===== src/rtl/alu_ctrl_fsm.sv =====
// Multi-cycle MIPS-subset control sequencer: fetch/decode/execute/memory/writeback for the shared datapath.
// Latency: Moore outputs from the registered state; R/I-type 4, lw 5, sw 4, branch/jump 3 cycles plus memory stalls.
// Backpressure: FETCH, MEM_RD and MEM_WR hold while mem_ready=0; mem_ready is ignored in every other state.
//
// Ports: clk/rst_n (sync, active-low); opcode/funct from the IR; flagz/flagn from the ALU; mem_ready from memory;
// datapath controls alu_control, alu_src_a/b, iord, mem_read/write, ir_write, pc_write, pc_source,
// reg_write, reg_dst, mem_to_reg; status instr_done, illegal (sticky) and debug state.
module alu_ctrl_fsm #(
    parameter bit TRAP_ON_ILLEGAL = 1'b1
) (
    input  logic       clk,
    input  logic       rst_n,
    input  logic [5:0] opcode,
    input  logic [5:0] funct,
    input  logic       flagz,
    input  logic       flagn,
    input  logic       mem_ready,
    output logic [2:0] alu_control,
    output logic       alu_src_a,
    output logic [1:0] alu_src_b,
    output logic       iord,
    output logic       mem_read,
    output logic       mem_write,
    output logic       ir_write,
    output logic       pc_write,
    output logic [1:0] pc_source,
    output logic       reg_write,
    output logic       reg_dst,
    output logic       mem_to_reg,
    output logic       instr_done,
    output logic       illegal,
    output logic [3:0] state
);

    typedef enum logic [3:0] {
        S_FETCH    = 4'd0,
        S_DECODE   = 4'd1,
        S_MEM_ADDR = 4'd2,
        S_MEM_RD   = 4'd3,
        S_MEM_WB   = 4'd4,
        S_MEM_WR   = 4'd5,
        S_EXEC_R   = 4'd6,
        S_EXEC_I   = 4'd7,
        S_ALU_WB   = 4'd8,
        S_BRANCH   = 4'd9,
        S_JUMP     = 4'd10,
        S_TRAP     = 4'd11
    } state_t;

    localparam logic [5:0] OP_RTYPE = 6'b000000;
    localparam logic [5:0] OP_LW    = 6'b100011;
    localparam logic [5:0] OP_SW    = 6'b101011;
    localparam logic [5:0] OP_ADDI  = 6'b001000;
    localparam logic [5:0] OP_SLTI  = 6'b001010;
    localparam logic [5:0] OP_ANDI  = 6'b001100;
    localparam logic [5:0] OP_ORI   = 6'b001101;
    localparam logic [5:0] OP_BEQ   = 6'b000100;
    localparam logic [5:0] OP_BNE   = 6'b000101;
    localparam logic [5:0] OP_J     = 6'b000010;

    state_t state_q, state_nxt;
    logic   illegal_q, illegal_nxt;
    logic   r_legal;
    logic [2:0] r_alu, i_alu;
    logic   bad_instr;

    // The FSM never looks at the sign flag; it is kept on the port list for the datapath contract.
    logic unused_flagn;
    assign unused_flagn = flagn;

    always_ff @(posedge clk) begin
        if (!rst_n) begin
            state_q   <= S_FETCH;
            illegal_q <= 1'b0;
        end else begin
            state_q   <= state_nxt;
            illegal_q <= illegal_nxt;
        end
    end

    // ALU code lookup for R-type funct and I-type opcode.
    always_comb begin
        r_legal = 1'b1;
        r_alu   = 3'b010;
        case (funct)
            6'b100000: r_alu = 3'b010;
            6'b100010: r_alu = 3'b110;
            6'b100100: r_alu = 3'b000;
            6'b100101: r_alu = 3'b001;
            6'b100111: r_alu = 3'b100;
            6'b101010: r_alu = 3'b111;
            6'b011000: r_alu = 3'b011;
            default:   r_legal = 1'b0;
        endcase
        i_alu = 3'b010;
        case (opcode)
            OP_SLTI: i_alu = 3'b111;
            OP_ANDI: i_alu = 3'b000;
            OP_ORI:  i_alu = 3'b001;
            default: i_alu = 3'b010;
        endcase
    end

    always_comb begin
        state_nxt   = state_q;
        illegal_nxt = illegal_q;
        bad_instr   = 1'b0;
        alu_control = 3'b010;
        alu_src_a   = 1'b0;
        alu_src_b   = 2'b00;
        iord        = 1'b0;
        mem_read    = 1'b0;
        mem_write   = 1'b0;
        ir_write    = 1'b0;
        pc_write    = 1'b0;
        pc_source   = 2'b00;
        reg_write   = 1'b0;
        reg_dst     = 1'b0;
        mem_to_reg  = 1'b0;
        instr_done  = 1'b0;

        case (state_q)
            S_FETCH: begin
                mem_read  = 1'b1;
                alu_src_b = 2'b01;
                if (mem_ready) begin
                    ir_write  = 1'b1;
                    pc_write  = 1'b1;
                    state_nxt = S_DECODE;
                end
            end
            S_DECODE: begin
                // Speculatively compute the branch target into ALUOut.
                alu_src_b = 2'b11;
                case (opcode)
                    OP_LW, OP_SW:                    state_nxt = S_MEM_ADDR;
                    OP_RTYPE: begin
                        if (r_legal) state_nxt = S_EXEC_R;
                        else         bad_instr = 1'b1;
                    end
                    OP_ADDI, OP_SLTI, OP_ANDI, OP_ORI: state_nxt = S_EXEC_I;
                    OP_BEQ, OP_BNE:                  state_nxt = S_BRANCH;
                    OP_J:                            state_nxt = S_JUMP;
                    default:                         bad_instr = 1'b1;
                endcase
                if (bad_instr) begin
                    illegal_nxt = 1'b1;
                    state_nxt   = TRAP_ON_ILLEGAL ? S_TRAP : S_FETCH;
                end
            end
            S_EXEC_R: begin
                alu_src_a   = 1'b1;
                alu_control = r_alu;
                state_nxt   = S_ALU_WB;
            end
            S_EXEC_I: begin
                alu_src_a   = 1'b1;
                alu_src_b   = 2'b10;
                alu_control = i_alu;
                state_nxt   = S_ALU_WB;
            end
            S_ALU_WB: begin
                reg_write  = 1'b1;
                reg_dst    = (opcode == OP_RTYPE);
                instr_done = 1'b1;
                state_nxt  = S_FETCH;
            end
            S_MEM_ADDR: begin
                alu_src_a = 1'b1;
                alu_src_b = 2'b10;
                state_nxt = (opcode == OP_SW) ? S_MEM_WR : S_MEM_RD;
            end
            S_MEM_RD: begin
                mem_read = 1'b1;
                iord     = 1'b1;
                if (mem_ready) state_nxt = S_MEM_WB;
            end
            S_MEM_WB: begin
                reg_write  = 1'b1;
                mem_to_reg = 1'b1;
                instr_done = 1'b1;
                state_nxt  = S_FETCH;
            end
            S_MEM_WR: begin
                mem_write = 1'b1;
                iord      = 1'b1;
                // The store is the last cycle only once memory accepts it.
                if (mem_ready) begin
                    instr_done = 1'b1;
                    state_nxt  = S_FETCH;
                end
            end
            S_BRANCH: begin
                alu_src_a   = 1'b1;
                alu_control = 3'b110;
                pc_source   = 2'b01;
                instr_done  = 1'b1;
                pc_write    = (opcode == OP_BEQ) ? flagz : ~flagz;
                state_nxt   = S_FETCH;
            end
            S_JUMP: begin
                pc_write   = 1'b1;
                pc_source  = 2'b10;
                instr_done = 1'b1;
                state_nxt  = S_FETCH;
            end
            S_TRAP: begin
                alu_control = 3'b000;
            end
            default: state_nxt = S_FETCH;
        endcase

        // Reset is synchronous, so the registered state lags it; force every control quiet meanwhile.
        if (!rst_n) begin
            alu_control = 3'b000;
            alu_src_a   = 1'b0;
            alu_src_b   = 2'b00;
            iord        = 1'b0;
            mem_read    = 1'b0;
            mem_write   = 1'b0;
            ir_write    = 1'b0;
            pc_write    = 1'b0;
            pc_source   = 2'b00;
            reg_write   = 1'b0;
            reg_dst     = 1'b0;
            mem_to_reg  = 1'b0;
            instr_done  = 1'b0;
        end
    end

    assign illegal = rst_n & illegal_q;
    assign state   = rst_n ? state_q : 4'd0;

endmodule


===== config.mk =====
export PLATFORM = sky130hd
export DESIGN_NAME = alu_ctrl_fsm
export DESIGN_NICKNAME = d
export VERILOG_FILES = /design/src/rtl/alu_ctrl_fsm.sv
export SDC_FILE = /design/constraint.sdc
export NUM_CORES = 1
export LEC_CHECK = 0
export CORE_MARGIN = 8
export CORE_UTILIZATION = 59
export CTS_BUF_LIST = sky130_fd_sc_hd__clkbuf_8
export DETAILED_ROUTE_END_ITERATION = 12
export DONT_BUFFER_PORTS = 1
export PLACE_DENSITY = 0.78
export SLEW_MARGIN = 20
export SYNTH_ARGS = -nofsm -noshare
export SYNTH_HDL_FRONTEND = slang
export SYNTH_SLANG_ARGS = --single-unit

===== constraint.sdc =====
create_clock -name clk -period 2.5 [get_ports clk]
set_input_delay 0.75 -clock clk [delete_from_list [all_inputs] [get_ports clk]]
set_output_delay 0.75 -clock clk [all_outputs]
set_load 0.01 [all_outputs]

# --- Word-level counts from Yosys, hierarchy flattened ---
# Cells that the tools add are included.
totals:
  in_bits: 17
  regBits: 5
  output_inout_bits: 22
classes:
  mux: 43
  bitwise_logic: 3
  n_reduce_logical: 16
  eq_ne: 32
ops:
  columns: ["op", "n"]
  rows:
  - ["== test 6 bit, second input constant", 8]
  - ["case mux 4 bit (7 select lines)", 1]
  - ["== test 6 x 4 -> 1 bit, second input constant", 4]
  - ["two-way mux 4 bit", 6]
  - ["two-way mux 1 bit", 23]
  - ["case mux 4 bit (5 select lines)", 1]
  - ["case mux 3 bit (6 select lines)", 1]
  - ["== test 4 x 3 -> 1 bit, second input constant", 4]
  - ["== test 4 bit, second input constant", 4]
  - ["OR reduction 2 bit", 7]
  - ["== test 6 x 3 -> 1 bit, second input constant", 2]
  - ["case mux 3 bit (4 select lines)", 1]
  - ["OR reduction 4 bit", 3]
  - ["case mux 3 bit (3 select lines)", 1]
  - ["OR reduction 9 bit", 1]
  - ["== test 4 x 2 -> 1 bit, second input constant", 2]
  - ["!= test 7 x 3 -> 1 bit, second input constant", 1]
  - ["OR reduction 7 bit", 1]
  - ["== test 6 x 2 -> 1 bit, second input constant", 1]
  - ["== test 6 x 5 -> 1 bit, second input constant", 1]
  - ["zero test 6 bit", 1]
  - ["two-way mux 3 bit", 2]
  - ["!= test 2 bit, second input constant", 3]
  - ["case mux 2 bit (3 select lines)", 1]
  - ["11 further kinds", 14]

# --- Depth between registers and ports, before layout ---
# Gate-level depths: netlist (run 1).
logic_depth:
  depth_word: 8
  depth_mapped: 7

# --- Least setup slack after synthesis (run 1) ---
# Ideal clock, no wire load.
synth_timing:
  path_type: "input to output"
  startpoint: "input opcode[5]"
  endpoint: "output pc_write"
  t_required_ns: 1.750
  arrival_time_ns: 1.967
  path_stages: 5
  n_path_buf: 0
  setup_slack_ns: -0.217
  path_cell_list: "or3_1 -> nor3_1 -> xnor2_1 -> a31oi_1 -> a311oi_1"
synth_between:
  elab_chain_cells: 4
synth_lines:
  columns: ["item", "line", "rtl"]
  rows:
  - ["from (decl)", "13", "input logic [5:0] opcode,"]
  - ["== test 6 x 3 -> 1 bit", "198", "pc_write = (opcode == OP_BEQ) ? flagz : ~flagz;"]
  - ["two-way mux 1 bit", "198", null]
  - ["case mux 1 bit (3 select lines)", "122", "case (state_q)"]
  - ["two-way mux 1 bit", "214", "if (!rst_n) begin"]
  - ["to (decl)", "25", "output logic pc_write,"]
# Every way passes these cells.

# --- Final worst setup path (run 1) ---
# Same ends and word-level chain as after synthesis.

==> qor.csv, run 1 <==
stage,metric,value,unit
drt,via_per_inst,6.56,
finish,n_fill_cell,134,
drt,detail_route.wl_per_cell,17.4,um
yosys,synth_top_flop_cell,dfxtp_1,
timing,worst_pin_slew,0.435,ns
floorplan,die_area,0.00312,mm^2
critical_path,crit_arrival,1.84,ns
floorplan,row_count,14,
finish,fin_nets,167,
drt,drt.antenna.violating_nets,0,
yosys,yosys-top-cells-count,"22 x nor2_1, 14 x nand2_1, 10 x a21oi_1, 7 x nor3_1",
floorplan,initial_core_util,62.2,%
yosys,synthTopCellsByArea,"dfxtp_1 11%, nor2_1 8.8%, nand2_1 5.6%",
timing,fmax,387,MHz
global_route,grt_pass1_wl,4960,um
placed_design,placed_cells,161,
timing,hold_viol,0,
global_route,grt_max_degree,20,
clocking,cts.sinks,5,
global_route,gr-usage-all-layers,17.8,%
critical_path,cp_data_required_time,1.75,ns
placed_design,gp_congestion,0.905,
floorplan,core_area,0.00151,mm^2
yosys,synth.avg_cell_area,6.60,um^2
min_path,min_path_type,reg -> reg,
global_route,grt_pass1_vias,1092,
finish,layoutNonFillerInstCount,165,
clocking,cts_tree,yes,
critical_path,r2r_start,state_q[2],
timing,post-route-period-util,103,%
clocking,clk_latency,0.22,ns
timing,finClkSkew,0.000754,ns
yosys,syn_nets,159,
finish,fin_util,70.7,%
floorplan,die_h,55.9,um
clocking,cts_hold_buf,0,
drt,dr.pass1.iters,4,
power_and_ir_drop,report.power.total,0.724,mW
power_and_ir_drop,p_per_area,680,mW/mm^2
placed_design,numPortBuffers,0,
critical_path,worst_setup_path_end_kind,output port,
timing,max_slew_margin,70.6,%
yosys,async_flop_share,0,%
clocking,clk_pin_slew_worst_paths,0.04,ns
floorplan,die_w,55.9,um
power_and_ir_drop,leakage,0.404,nW
run_status,violations,setup timing,
placed_design,dp_hpwl,2240,um
min_path,hp-start,illegal_q,
critical_path,path_class,in -> out,
floorplan,io_pins,39,
finish,drive_gt1_share,19.5,%
finish,design_area,0.00106,mm^2
yosys,synth.distinct_cells,54,
finish,final-seq-area,101,um^2
finish,n_antenna_cell,0,
clocking,clock_path_buffers,2,
timing,setup_viol,1,
run,cap_violations,0,
critical_path,crit_start,opcode[5],
yosys,synth_edf_count,0,
timing,whs,0.505,ns
global_route,antenna_found_initial,0,
global_route,grt_overflow,0,
yosys,synth_top_area_cell,dfxtp_1,
clocking,numCtsBuffers,3,
timing,min_period,2.59,ns
yosys,synth_top_area_share,10.7,%
finish,multiInputGateArea,793,um^2
timing,drv_slew,0,
yosys,synthesis.area,937,um^2
drt,drc,0,
critical_path,cp-start-kind,input port,
clocking,cts_setup_buffers,0,
run_status,status,"finished, violations left",
power_and_ir_drop,vdd_drop_max,0.392,mV
yosys,synth_warnings,0,
yosys,synth-seq-cells,5,
clocking,cts-root-buf,clkbuf_8,
timing,rsz0062_at_grt,true,
yosys,syn_inst,142,
critical_path,critical_path.max_fanout,5,
drt,drtIter0Drc,33,
finish,syn2layout_area_growth,13.6,%
yosys,synth_most_common_cell,nor2_1,
clocking,htree_num_levels,1,
yosys,synth-seq-area-share,10.7,%
drt,wirelength,2880,um
timing,finalWorstSetupSlack,-0.0852,ns
drt,via_count,1083,
placed_design,dpl_cell_area,0.00100,mm^2
state kept, by name (all words and copies together), names as in the netlist:
signal,count
state_q,4
illegal_q,1
routing by layer:
layer | track usage (%) | wire length (um) | vias to the layer above
met1 | 20.9 | 1130 | 481
met4 | 4.81 | 40 | 0
met2 | 30.0 | 1390 | 63
met5 | 0 | 0 | -
li1 | - | - | 533
met3 | 6.16 | 322 | 6
power breakdown:
group          internal (mW)  leakage [nW]  switching (mW)
sequential             0.102        0.0414          0.0432
clock                  0.105        0.0269          0.0386
combinational          0.175         0.335           0.260
total                  0.382         0.404           0.342
per-stage QoR:
step / setup TNS (ns) / setup WS [ns]
4_1_cts: -0.111 / -0.111
3_3_place_gp: -0.112 / -0.112
6_report: -0.0852 / -0.0852
3_5_place_dp: -0.136 / -0.136
2_1_floorplan: -0.0145 / -0.0145
5_1_grt: -0.134 / -0.134
cell type report:
class	count	share of cell area, %
clock buffers	3	3.88
clock inverters	1	0.353
inverters	6	2.12
multi-input cells	123	74.5
flip-flops and latches	5	9.52
well taps	16	1.88
repair buffers	11	7.76
placed cells by master, fill, tap and decap left out, types with 2 or more instances in the layout:
master	instances
a21oi_1	10
a31oi_1	2
and2_1	5
buf_4	11
clkbuf_8	3
dfxtp_1	4
inv_1	5
nand2_1	14
nand2b_1	5
nand3_1	3
nor2_1	21
nor2b_1	3
nor3_1	6
nor3b_1	3
o21a_1	2
o21ai_0	4
o21ai_1	3
o22ai_1	3
o31ai_1	2
final timing paths:
| kind | end | slack, ns | depth (start not counted) |
|---|---|---|---|
| worst max-delay path | pc_write | -0.09 | 5 |
| worst min-delay path | illegal_q | 0.51 | 2 |
| worst max register to register | state_q[2] | 0.96 | 5 |
| worst min register to register | illegal_q | 0.51 | 2 |
cells by family (layout without fill, tap and decap cells):
logic type,after synthesis,in the layout,synth area share (%)
AOI/OAI and AO/OA,42,42,32.0
xor gates and xnor gates,2,2,1.87
buffers and inverters,14,21,8.01
DFF,5,5,10.7
muxes,2,2,2.27
and+or+nand+nor,77,77,45.1
worst max-delay path, stage by stage:
cell      delay (ns)
or3_4           0.39
nor3_4          0.15
xnor2_1         0.14
a31oi_1         0.11
a311oi_2        0.30
timing repair:
item	in CTS	in global routing
resized for setup	1	3
endpoints found under the hold margin	0	0
setup endpoints to repair	1	3
Power figures use the tool's default switching activity.
==> inputs of run 2 (changes only) <==
--- a/config.mk
+++ b/config.mk
@@ -10,6 +10,7 @@
 export CTS_BUF_LIST = sky130_fd_sc_hd__clkbuf_8
 export DETAILED_ROUTE_END_ITERATION = 12
 export DONT_BUFFER_PORTS = 1
+export MAX_ROUTING_LAYER = met4
 export PLACE_DENSITY = 0.78
 export SLEW_MARGIN = 20
 export SYNTH_ARGS = -nofsm -noshare
==> qor.csv, run 2 (synthesis gave the netlist of run 1 again) <==
stage,metric,value,unit,change
run_status,status,"finished, violations left",,
run_status,violations,setup timing,,
clocking,htree_num_levels,1,,unchanged
finish,fin_nets,167,,unchanged
clocking,numCtsBuffers,3,,unchanged
clocking,cts-root-buf,clkbuf_8,,
clocking,cts_hold_buf,0,,unchanged
placed_design,gp_congestion,0.920,,+1.7%
power_and_ir_drop,p_per_area,681,mW/mm^2,+0.14%
drt,via_per_inst,6.58,,+0.28%
placed_design,numPortBuffers,0,,unchanged
power_and_ir_drop,report.power.total,0.725,mW,+0.14%
placed_design,dpl_cell_area,0.00100,mm^2,unchanged
placed_design,dp_hpwl,2240,um,unchanged
finish,final_cell_mix,"21 x nor2_1, 14 x nand2_1, 11 x buf_4",,
global_route,grt_max_degree,20,,unchanged
floorplan,die_area,0.00312,mm^2,unchanged
run,cap_violations,0,,unchanged
drt,via_count,1086,,+0.28%
power_and_ir_drop,leakage,0.404,nW,unchanged
finish,final_common_cell,nor2_1,,
critical_path,cp_data_required_time,1.75,ns,about the same
critical_path,cp-start-kind,input port,,
timing,min_period,2.59,ns,+0.000993 ns
floorplan,die_w,55.9,um,unchanged
clocking,clock_path_buffers,2,,unchanged
timing,fmax,387,MHz,about the same
timing,setup_tns,-0.0862,ns,-0.000993 ns
floorplan,initial_core_util,62.2,%,unchanged
timing,setup_viol,1,,unchanged
critical_path,crit_start,opcode[5],,
floorplan,die_h,55.9,um,unchanged
finish,final-seq-area,101,um^2,unchanged
global_route,antenna_found_initial,0,,unchanged
drt,wirelength,2880,um,+0.14%
global_route,grt_overflow,0,,unchanged
timing,max_slew_margin,70.8,%,+0.17 points
timing,hold_viol,0,,unchanged
critical_path,crit_arrival,1.84,ns,about the same
finish,multiInputGateArea,793,um^2,unchanged
finish,fin_util,70.7,%,unchanged
drt,drc,0,,unchanged
finish,largest_register_ffs,4,,unchanged
global_route,grt_pass1_wl,4970,um,+0.14%
drt,drt.antenna.violating_nets,0,,unchanged
floorplan,core_area,0.00151,mm^2,unchanged
drt,drtIter0Drc,33,,unchanged
timing,post-route-period-util,103,%,about the same
global_route,grt_pass1_vias,1090,,-0.18%
clocking,clk_pin_slew_worst_paths,0.04,ns,about the same
finish,n_fill_cell,134,,unchanged
finish,regMostFlops,state_q,,
drt,detail_route.wl_per_cell,17.5,um,+0.14%
critical_path,critical_path.max_fanout,5,,unchanged
floorplan,io_pins,39,,unchanged
critical_path,path_class,in -> out,,
finish,drive_gt1_share,19.5,%,unchanged
finish,design_area,0.00106,mm^2,unchanged
power_and_ir_drop,vdd_drop_max,0.392,mV,about the same
min_path,hp-start,illegal_q,,
global_route,gr-usage-all-layers,18.3,%,+0.47 points
finish,reg_top3,"state_q x4, illegal_q x1",,
timing,finClkSkew,0.000754,ns,unchanged
drt,dr.pass1.iters,4,,unchanged
finish,syn2layout_area_growth,13.6,%,unchanged
clocking,clk_latency,0.22,ns,about the same
min_path,min_path_type,reg -> reg,,
floorplan,row_count,14,,unchanged
timing,worst_pin_slew,0.433,ns,-0.00248 ns
timing,drv_slew,0,,unchanged
critical_path,r2r_start,state_q[0],,
clocking,cts_tree,yes,,
placed_design,dp_slack,-0.136,ns,unchanged
critical_path,worst_setup_path_end_kind,output port,,
clocking,cts_setup_buffers,0,,unchanged
clocking,cts.sinks,5,,unchanged
timing,rsz0062_at_grt,true,,
finish,n_antenna_cell,0,,unchanged
timing,finalWorstSetupSlack,-0.0862,ns,-0.000993 ns
==> run 2: cell counts in the layout (fill, tap and decap cells not counted) <==
No cell type changed its count.
==> run 2: worst paths after layout <==
check                           slack, ns    endpoint  cells after the start
worst max-delay path                -0.09    pc_write                      5
worst min-delay path                 0.51   illegal_q                      2
worst max register to register       0.96  state_q[2]                      5
worst min register to register       0.51   illegal_q                      2
==> run 2: timing repair <==
item,CTS,global route
resized for setup,1,3
setup endpoints to repair,1,3
cloned,0,0
==> run 2: per-stage QoR <==
step	hold WS, ns	instances
2_1_floorplan	0.450	142
3_3_place_gp	0.469	161
3_5_place_dp	0.499	161
4_1_cts	0.506	165
5_1_grt	0.528	165
6_report	0.505	165
==> run 2: power breakdown <==
| part | leakage (nW) | switching (mW) | internal (mW) | total (mW) |
|---|---|---|---|---|
| clock | 0.0269 | 0.0386 | 0.105 | 0.144 |
| sequential | 0.0414 | 0.0433 | 0.102 | 0.146 |
| combinational | 0.335 | 0.261 | 0.175 | 0.436 |
==> run 2: critical path: stages <==
cell	delay (ns)
or3_4	0.39
nor3_4	0.15
xnor2_1	0.14
a31oi_1	0.11
a311oi_2	0.30
==> run 2: cell type report <==
type | count | area share (%)
inverters | 6 | 2.12
flip-flops and latches | 5 | 9.52
clock inverters | 1 | 0.353
well taps | 16 | 1.88
repair buffers | 11 | 7.76
clock buffers | 3 | 3.88
multi-input cells | 123 | 74.5
==> run 2: metal layers <==
layer  vias to the layer above  global-route usage [%]  wire length, um
met5                         -                       -                0
li1                        532                       -                -
met2                        67                    29.8             1400
met1                       483                    21.0             1130
met3                         4                    6.16              317
met4                         0                    4.81               34
==> inputs of run 3 (changes only) <==
--- a/config.mk
+++ b/config.mk
@@ -6,12 +6,11 @@
 export NUM_CORES = 1
 export LEC_CHECK = 0
 export CORE_MARGIN = 8
-export CORE_UTILIZATION = 59
+export CORE_UTILIZATION = 34
 export CTS_BUF_LIST = sky130_fd_sc_hd__clkbuf_8
 export DETAILED_ROUTE_END_ITERATION = 12
 export DONT_BUFFER_PORTS = 1
 export MAX_ROUTING_LAYER = met4
-export PLACE_DENSITY = 0.78
 export SLEW_MARGIN = 20
 export SYNTH_ARGS = -nofsm -noshare
 export SYNTH_HDL_FRONTEND = slang
==> qor.csv, run 3 (synthesis gave the netlist of run 1 again) <==
stage,metric,value,unit,change
finish,drive_gt1_share,21.2,%,+1.7 points
finish,syn2layout_area_growth,18.8,%,
floorplan,row_count,19,,+5
clocking,clock_path_buffers,2,,unchanged
critical_path,cp_data_required_time,1.75,ns,about the same
global_route,grt_pass1_wl,4910,um,-1.3%
min_path,min_path_type,reg -> reg,,
clocking,numCtsBuffers,3,,unchanged
finish,fin_nets,169,,+1.2%
power_and_ir_drop,leakage,0.418,nW,+3.5%
power_and_ir_drop,comb_power_share,60.4,%,+0.3 points
run_status,violations,setup timing,,
drt,drtIter0Drc,42,,+27%
global_route,grt_util_met2,22.6,%,-7.2 points
drt,drc,0,,unchanged
drt,drt.antenna.violating_nets,0,,unchanged
placed_design,dp_hpwl,2390,um,+6.6%
critical_path,cp-start-kind,input port,,
global_route,grtUsageMet1,16.0,%,-5.0 points
floorplan,die_h,68.5,um,+23%
drt,wirelength,3000,um,+4.1%
power_and_ir_drop,seq_power_share,19.1,%,-1.0 points
timing,worst_pin_slew,0.470,ns,+0.0370 ns
timing,min_period,2.62,ns,+0.0293 ns
drt,dr.pass1.iters,4,,unchanged
timing,hold_viol,0,,unchanged
min_path,hold_end,illegal_q,,
finish,regMostFlops,state_q,,
finish,layoutNonFillerInstCount,182,,+10%
power_and_ir_drop,pwr-share-clk,20.5,%,+0.7 points
timing,rsz0062_at_grt,true,,
drt,detail_route.wl_per_cell,16.5,um,-5.6%
power_and_ir_drop,power_switching_share,47.9,%,+0.60 points
global_route,grt_overflow,0,,unchanged
finish,final_cell_mix,"22 x nor2_1, 14 x nand2_1, 13 x buf_4",,
clocking,cts.sinks,5,,unchanged
finish,largest_register_ffs,4,,unchanged
timing,finClkSkew,0.00291,ns,+0.00216 ns
global_route,use_met3,2.58,%,-3.6 points
floorplan,io_pins,39,,unchanged
finish,n_antenna_cell,0,,unchanged
clocking,clk_latency,0.22,ns,about the same
timing,setup_tns,-0.115,ns,-0.0293 ns
power_and_ir_drop,p_per_area,658,mW/mm^2,-3.4%
min_path,hp-start,illegal_q,,
placed_design,dp_slack,-0.123,ns,+0.0127 ns
timing,drv_slew,0,,unchanged
timing,max_slew_margin,68.3,%,-2.5 points
global_route,grt_max_degree,16,,-20%
placed_design,numPortBuffers,0,,unchanged
timing,post-route-period-util,105,%,+1.2 points
run_status,status,"finished, violations left",,
timing,finalWorstSetupSlack,-0.115,ns,-0.0293 ns
clocking,clk_pin_slew_worst_paths,0.04,ns,about the same
critical_path,critical_path.max_fanout,5,,unchanged
power_and_ir_drop,vdd_drop_max,0.360,mV,-8.3%
global_route,gr-usage-all-layers,13.5,%,-4.8 points
critical_path,r2r_slack,0.88,ns,-0.08 ns
clocking,cts-root-buf,clkbuf_8,,
critical_path,crit_arrival,1.87,ns,+0.03 ns
clocking,cts_tree,yes,,
power_and_ir_drop,internal_power,0.382,mW,-0.14%
finish,fin_util,41.5,%,-29 points
floorplan,die_w,68.5,um,+23%
floorplan,die_area,0.00469,mm^2,+50%
global_route,antenna_found_initial,0,,unchanged
drt,via_per_inst,5.94,,-9.8%
drt,via_count,1081,,-0.46%
critical_path,r2r_start,state_q[3],,
timing,setup_viol,1,,unchanged
timing,whs,0.483,ns,-0.0221 ns
placed_design,placed_cells,178,,+11%
timing,fmax,382,MHz,-1.1%
global_route,grt_pass1_vias,1068,,-2.0%
run,cap_violations,0,,unchanged
floorplan,initial_core_util,34.9,%,-27 points
floorplan,core_area,0.00269,mm^2,+78%
critical_path,worst_setup_path_end_kind,output port,,
critical_path,path_class,in -> out,,
finish,final_common_cell,nor2_1,,
clocking,cts_setup_buffers,0,,unchanged
critical_path,r2r_end,state_q[2],,
placed_design,gp_congestion,0.819,,-11%
clocking,htree_num_levels,1,,unchanged
finish,reg_top3,"state_q x4, illegal_q x1",,
power_and_ir_drop,switchingPower,0.351,mW,+2.3%
min_path,holdPathStages,2,,unchanged
critical_path,reg2reg_depth,5,,unchanged
global_route,busiest_layer,met2,,
-- run 3: cell types whose count changed in the layout (fill, tap and decap cells not counted) --
cell | previous run | this run
nor2_1 | 21 | 22
nor4_4 | 0 | 1
clkinv_2 | 0 | 1
xnor2_2 | 0 | 1
nor2_2 | 1 | 0
nor4_2 | 1 | 0
buf_4 | 11 | 13
xnor2_1 | 1 | 0
inv_1 | 5 | 4
-- run 3: stage by stage --
stage               power, mW  instance area, um^2
floorplan               0.501                  953
global placement        0.569                 1040
detailed placement      0.570                 1040
CTS                     0.727                 1100
global route            0.787                 1110
finish                  0.733                 1110
-- run 3: worst max path at each step --
stage                         start        to  slack [ns]
after floorplan           opcode[5]  pc_write       -0.01
after global placement    opcode[5]  pc_write       -0.11
after detailed placement  opcode[5]  pc_write       -0.12
after CTS                 opcode[5]  pc_write       -0.12
after global routing      opcode[5]  pc_write       -0.18
final                     opcode[5]  pc_write       -0.12
-- run 3: area by class of cell --
cell class / count / area [um^2]
Sequential cell: 5 / 101
Timing Repair Buffer: 13 / 97.6
Clock buffer: 3 / 41.3
Tap cell: 31 / 38.8
Clock inverter: 1 / 5.00
Inverter: 6 / 22.5
Fill cell: 290 / 1570
Multi-Input combinational cell: 123 / 807
-- run 3: layer usage --
layer	part of all wire [%]	routed length, um
met5	0	0
met4	0	0
met3	5.1	152
met2	51	1530
met1	44	1320
-- run 3: timing repair --
| action | in CTS | in global routing |
|---|---|---|
| hold buffers | 0 | 0 |
| gates resized for setup | 2 | 3 |
| endpoints found under the setup margin | 2 | 3 |
-- run 3: worst max-delay path, stage by stage --
cell and delay (ns):
or3_4 0.39, nor3_4 0.15, xnor2_2 0.14, a31oi_1 0.12, a311oi_2 0.32
-- run 3: power groups by stage --
stage | clock network (mW) | logic (mW) | registers, mW
after floorplan | 0 | 0.390 | 0.110
after CTS | 0.152 | 0.437 | 0.138
after global routing | 0.159 | 0.486 | 0.142
after detailed placement | 0 | 0.432 | 0.138
after global placement | 0 | 0.431 | 0.138
final | 0.150 | 0.443 | 0.140
